<file path="config.mk">
export PLATFORM = sky130hd
export DESIGN_NAME = minaret_fetch
export DESIGN_NICKNAME = d
export VERILOG_FILES = /design/src/rtl/minaret_fetch.sv
export SDC_FILE = /design/constraint.sdc
export NUM_CORES = 1
export LEC_CHECK = 0
export CAP_MARGIN = 15
export CORE_ASPECT_RATIO = 0.8
export CORE_MARGIN = 8
export CORE_UTILIZATION = 50
export CTS_CLUSTER_SIZE = 24
export DETAILED_ROUTE_END_ITERATION = 8
export PLACE_DENSITY = 0.77
export SETUP_SLACK_MARGIN = 0.02
export SKIP_CTS_REPAIR_TIMING = 1
export SYNTH_ARGS = -nofsm -noshare
export SYNTH_HDL_FRONTEND = slang
export SYNTH_SLANG_ARGS = --single-unit
export TNS_END_PERCENT = 50
</file>
<file path="constraint.sdc">
create_clock -name clk -period 3.41 [get_ports clk]
set_clock_uncertainty 0.15 [all_clocks]
set_input_delay 0.5115 -clock clk [delete_from_list [all_inputs] [get_ports clk]]
set_output_delay 0.5115 -clock clk [all_outputs]
set_load 0.03 [all_outputs]
</file>
<file path="src/rtl/minaret_fetch.sv">
// Instruction fetch unit: issues sequential word fetches under a credit limit, buffers returned
// words in a small FIFO and hands them to the core. Redirects flush the buffer and discard
// responses that were already in flight.
module minaret_fetch #(
    parameter logic [31:0] RESET_PC   = 32'h0000_0000,
    parameter int unsigned FIFO_DEPTH = 4
) (
    input  logic        clk,
    input  logic        reset,
    output logic        imem_req_valid,
    input  logic        imem_req_ready,
    output logic [31:0] imem_req_addr,
    input  logic        imem_resp_valid,
    input  logic [31:0] imem_resp_data,
    input  logic        imem_resp_err,
    output logic        inst_valid,
    input  logic        inst_ready,
    output logic [31:0] inst,
    output logic [31:0] inst_pc,
    output logic        inst_fault,
    input  logic        redirect_valid,
    input  logic [31:0] redirect_pc
);

    localparam int unsigned PtrW = $clog2(FIFO_DEPTH);
    localparam int unsigned CntW = PtrW + 1;
    localparam logic [CntW:0] DepthLimit = FIFO_DEPTH[CntW:0];

    typedef enum logic [0:0] {StFetch, StHalted} state_e;

    state_e          state_q, state_d;
    logic [31:0]     fetch_pc_q, fetch_pc_d;
    logic [31:0]     resp_pc_q, resp_pc_d;
    logic [CntW-1:0] outstanding_q, outstanding_d;
    logic [CntW-1:0] drop_q, drop_d;
    logic [CntW-1:0] count_q, count_d;
    logic [PtrW-1:0] wr_ptr_q, wr_ptr_d;
    logic [PtrW-1:0] rd_ptr_q, rd_ptr_d;

    logic [31:0]           data_mem_q [FIFO_DEPTH];
    logic [31:0]           pc_mem_q   [FIFO_DEPTH];
    logic [FIFO_DEPTH-1:0] err_mem_q;

    logic [CntW:0]   credit_sum;
    logic [CntW-1:0] outstanding_after;
    logic            req_fire;
    logic            enq;
    logic            deq;
    logic [31:0]     redirect_aligned;

    // Request credit, handshakes and FIFO head presentation
    always_comb begin
        credit_sum       = {1'b0, outstanding_q} + {1'b0, count_q};
        // Held low while reset is asserted: the registers sit at values that would otherwise
        // allow a request.
        imem_req_valid   = !reset && (state_q == StFetch) && !redirect_valid &&
                           (credit_sum < DepthLimit);
        imem_req_addr    = fetch_pc_q;
        req_fire         = imem_req_valid && imem_req_ready;
        inst_valid       = (count_q != '0);
        deq              = inst_valid && inst_ready;
        // A response in the redirect cycle is stale; so is anything arriving while halted.
        enq              = imem_resp_valid && !redirect_valid && (drop_q == '0) &&
                           (state_q == StFetch);
        redirect_aligned = {redirect_pc[31:2], 2'b00};
        inst             = inst_valid ? data_mem_q[rd_ptr_q] : '0;
        inst_pc          = inst_valid ? pc_mem_q[rd_ptr_q] : '0;
        inst_fault       = inst_valid ? err_mem_q[rd_ptr_q] : 1'b0;
    end

    // Next-state for PCs, counters, FIFO pointers and fetch state
    always_comb begin
        state_d           = state_q;
        fetch_pc_d        = fetch_pc_q;
        resp_pc_d         = resp_pc_q;
        drop_d            = drop_q;
        wr_ptr_d          = wr_ptr_q;
        rd_ptr_d          = rd_ptr_q;
        outstanding_after = outstanding_q + CntW'(req_fire) - CntW'(imem_resp_valid);
        outstanding_d     = outstanding_after;
        count_d           = count_q + CntW'(enq) - CntW'(deq);

        if (req_fire) begin
            fetch_pc_d = fetch_pc_q + 32'd4;
        end
        if (enq) begin
            resp_pc_d = resp_pc_q + 32'd4;
            wr_ptr_d  = wr_ptr_q + 1'b1;
            if (imem_resp_err) begin
                state_d = StHalted;
            end
        end
        if (deq) begin
            rd_ptr_d = rd_ptr_q + 1'b1;
        end
        if (imem_resp_valid && (drop_q != '0)) begin
            drop_d = drop_q - 1'b1;
        end

        // Redirect overrides everything: every request still in flight becomes stale.
        if (redirect_valid) begin
            state_d    = StFetch;
            fetch_pc_d = redirect_aligned;
            resp_pc_d  = redirect_aligned;
            drop_d     = outstanding_after;
            count_d    = '0;
            wr_ptr_d   = '0;
            rd_ptr_d   = '0;
        end
    end

    // Control state with asynchronous reset
    always_ff @(posedge clk or posedge reset) begin
        if (reset) begin
            state_q       <= StFetch;
            fetch_pc_q    <= RESET_PC;
            resp_pc_q     <= RESET_PC;
            outstanding_q <= '0;
            drop_q        <= '0;
            count_q       <= '0;
            wr_ptr_q      <= '0;
            rd_ptr_q      <= '0;
        end else begin
            state_q       <= state_d;
            fetch_pc_q    <= fetch_pc_d;
            resp_pc_q     <= resp_pc_d;
            outstanding_q <= outstanding_d;
            drop_q        <= drop_d;
            count_q       <= count_d;
            wr_ptr_q      <= wr_ptr_d;
            rd_ptr_q      <= rd_ptr_d;
        end
    end

    // Buffer storage; contents are only visible while count_q marks them valid
    always_ff @(posedge clk) begin
        if (enq) begin
            data_mem_q[wr_ptr_q] <= imem_resp_err ? 32'h0 : imem_resp_data;
            pc_mem_q[wr_ptr_q]   <= resp_pc_q;
            err_mem_q[wr_ptr_q]  <= imem_resp_err;
        end
    end

endmodule

</file>
==> impl_results.md <==
- Final period util: 97.11%
- Max-capacitance violation count: 0
- Power density relative to cell area: 702.4 nW/um^2
- Fraction of synthesis flops using an asynchronous set or reset pin: 22.70%
- Ratio of cells with drive above 1 in the final layout: 14.77%
- Starting density of the core: 50.33%
- Fin crit period: 3.311 ns
- DP Worst Slack: 0.2442 ns
- Most frequent cells after synthesis: sky130_fd_sc_hd__edfxtp_1 (252), sky130_fd_sc_hd__dfrtp_1 (74), sky130_fd_sc_hd__and2_1 (68)
- Unrepaired setup endpoints after global routing: no
- Detailed-router iteration count before antenna repair: 4
- Maximum net fanout on the critical path: 21
- H-tree levels: 1
- Worst Hold Slack: 0.1212 ns
- Area of the core region: 27940 sq um
- FF/Latch Area: 9424 sq um
- Largest net degree at the start of global routing: 58
- Antenna Cells: 0
- Clock root cell: sky130_fd_sc_hd__clkbuf_16
- YS warnings: 0
- Clock sinks: 326
- Row count: 55
- Vias in the first global route: 8741
- Required time reported for the critical path endpoint: 2.75 ns
- Residual overflow from global routing: 0
- Leakage power: 6.004 nW
- Total routed wirelength: 31750 microns
- Die Ht: 166.0 microns
- Syn-to-layout area delta: 23.07%
- Leading area contributor after synthesis: sky130_fd_sc_hd__edfxtp_1
- Total negative setup slack: 0 ns
- Clock tree from TritonCTS: yes
- Number of instances in the synthesized netlist: 907
- Sequential-to-total area share from yosys stat: 66.99%
- Total power consumption of the routed design: 12.16 mW
- Worst r2r src: count_q[2]
- Vias/cell: 5.639
- Half-perimeter wire length after detailed placement: 20440 microns
- Worst voltage drop across the vdd grid: 0.0005176 V
- Type of origin of the critical path: register
- Initial detailed-routing violation count: 531
- Endpoint type of the worst setup path: primary output
- Mean instance size in the synthesized netlist: 15.50 sq um
- Top cells by area in the synthesized netlist: sky130_fd_sc_hd__edfxtp_1 (54%), sky130_fd_sc_hd__dfrtp_1 (13%), sky130_fd_sc_hd__mux4_2 (10%)
- Max frequency: 302.0 MHz
- Via count: 8346
- Post-route setup slack: 0.09867 ns
- Die Span X: 203.5 microns
- Maximum count of clock buffers along a single path: 3
- Global routing usage summed across all routing layers: 18.38%
- Cell area after placement: 16250 sq um
- Area used by multi-input combinational logic: 4352 sq um
- Pins over their slew limit: 0
- R2R Setup Slk: 0.56 ns
- # nets final: 1173
- Rel. slew slack: 57.34%
- RePlAce Congestion: 0.8977
- Capturing instance or port of the critical path: inst[0]
- CP startpoint: rd_ptr_q[0]
- Layout Utilization: 61.94%
- Final Instance Area: 17310 sq um
- Reg2Reg Depth: 12
- Number of hold violations in the final report: 0
- EDFF count, synth: 252
- Global-route wire length before repair: 49740 microns
- Number of buffers inserted by port buffering: 163
- Antenna Nets Post-Route: 0
- Kind of critical path: register to primary output
- Die ar.: 33780 sq um
- Synthesized cell area: 14060 sq um
- Fraction of post-synthesis cell area in the top cell type by area: 53.82%
- Path category of the worst min-delay check: input port to async pin
- Non-filler cells, final: 1480
- TritonCTS Buffers: 31
- Detailed-route wire length per cell: 21.45 microns
- Clock transition at path regs: 0.06 ns
- Number of setup violations in the final report: 0
- Most repeated cell in the gate-level netlist after synthesis: sky130_fd_sc_hd__edfxtp_1
- Count of boundary I/O pins: 170
- Pin slew with the least headroom to its limit: 0.6350 ns
- Capture instance of the worst register-to-register path: drop_q[2]
- Antenna violations before repair: 1
- Arrival time worst endpoint: 2.65 ns
- Placed insts: 1422
- Number of fillers in the final layout: 2059
- DRC: 0
- Flip-flop and latch count after synthesis: 326
- Clock Latency Late Sink: 0.55 ns
- Synth Flop Type: sky130_fd_sc_hd__edfxtp_1
- Result of the run: complete, no violations
- Count of unique library cells instantiated by Yosys: 55
==> cells in the final DEF (no fill, tap or decap), types with 18 or more instances in the layout <==
master	n
sky130_fd_sc_hd__edfxtp_1	252
sky130_fd_sc_hd__and2_1	68
sky130_fd_sc_hd__nor2b_1	33
sky130_fd_sc_hd__xnor2_1	24
sky130_fd_sc_hd__xor2_1	19
sky130_fd_sc_hd__clkdlybuf4s50_1	153
sky130_fd_sc_hd__nor2_1	23
sky130_fd_sc_hd__o21ai_0	33
sky130_fd_sc_hd__inv_1	18
sky130_fd_sc_hd__buf_4	19
sky130_fd_sc_hd__clkbuf_16	32
sky130_fd_sc_hd__nand3_1	30
sky130_fd_sc_hd__dfrtp_1	72
sky130_fd_sc_hd__nand2_1	64
sky130_fd_sc_hd__nand4_1	19
sky130_fd_sc_hd__mux4_2	63
==> kinds of logic (layout without fill, tap and decap cells) <==
| kind of cell | count (synthesis) | count (layout) | synth area share [%] |
|---|---|---|---|
| compound gates | 85 | 85 | 3.844 |
| xor+xnor | 43 | 43 | 2.678 |
| fa+ha+maj | 16 | 16 | 1.531 |
| buf+inv | 70 | 270 | 2.216 |
| flops | 326 | 326 | 66.99 |
| mux | 74 | 74 | 10.95 |
| other cells | 1 | 4 | 0.02667 |
| simple gates | 292 | 292 | 11.76 |
==> final cells by class <==
cell class | instances | area share, %
Tap cell | 370 | 2.675
Timing Repair Buffer | 192 | 11.58
Clock inverter | 13 | 0.6869
Inverter | 21 | 0.4555
Multi-Input combinational cell | 514 | 25.15
Clock buffer | 44 | 4.996
Sequential cell | 326 | 54.46
==> report_power, final <==
part	internal, mW	leakage (nW)	total (mW)	switching, mW
sequential	4.56	3.18	4.82	0.257
clock	1.91	0.478	3.32	1.41
combinational	1.82	2.35	4.02	2.20
total	8.28	6.00	12.2	3.87
==> worst max-delay path, stage by stage, from the launching register on <==
cell	delay [ns]
sky130_fd_sc_hd__dfrtp_4	0.51
sky130_fd_sc_hd__clkbuf_16	0.27
sky130_fd_sc_hd__mux4_2	0.53
sky130_fd_sc_hd__and2_1	0.18
sky130_fd_sc_hd__clkdlybuf4s50_1	0.59
==> layer usage <==
layer / vias to the layer above / global-route usage [%] / share of wire (%)
met5: - / 0 / 0.032
met4: 2 / 3.684 / 1.4
met3: 36 / 4.406 / 7.7
met2: 311 / 28.17 / 45
met1: 4192 / 26.63 / 46
li1: 3805 / - / -
==> sequential cells by signal, indices dropped and copies added, names as in the netlist, 2 cells and up <==
name / count
drop_q: 3
pc_mem_q: 120
err_mem_q: 4
count_q: 3
outstanding_q: 3
rd_ptr_q: 2
resp_pc_q: 30
imem_req_addr: 30
wr_ptr_q: 2
data_mem_q: 128
==> worst min-delay path by stage <==
stage	startpoint	to	slack, ns	depth (start not counted)
4_1_cts	reset	drop_q[1]	0.11	2
3_5_place_dp	outstanding_q[2]	outstanding_q[2]	0.38	1
3_3_place_gp	outstanding_q[2]	outstanding_q[2]	0.35	1
2_1_floorplan	outstanding_q[2]	outstanding_q[2]	0.32	1
5_1_grt	reset	drop_q[2]	0.13	2
6_report	reset	drop_q[2]	0.12	2
Note: power is estimated with default switching activity, not from simulation.
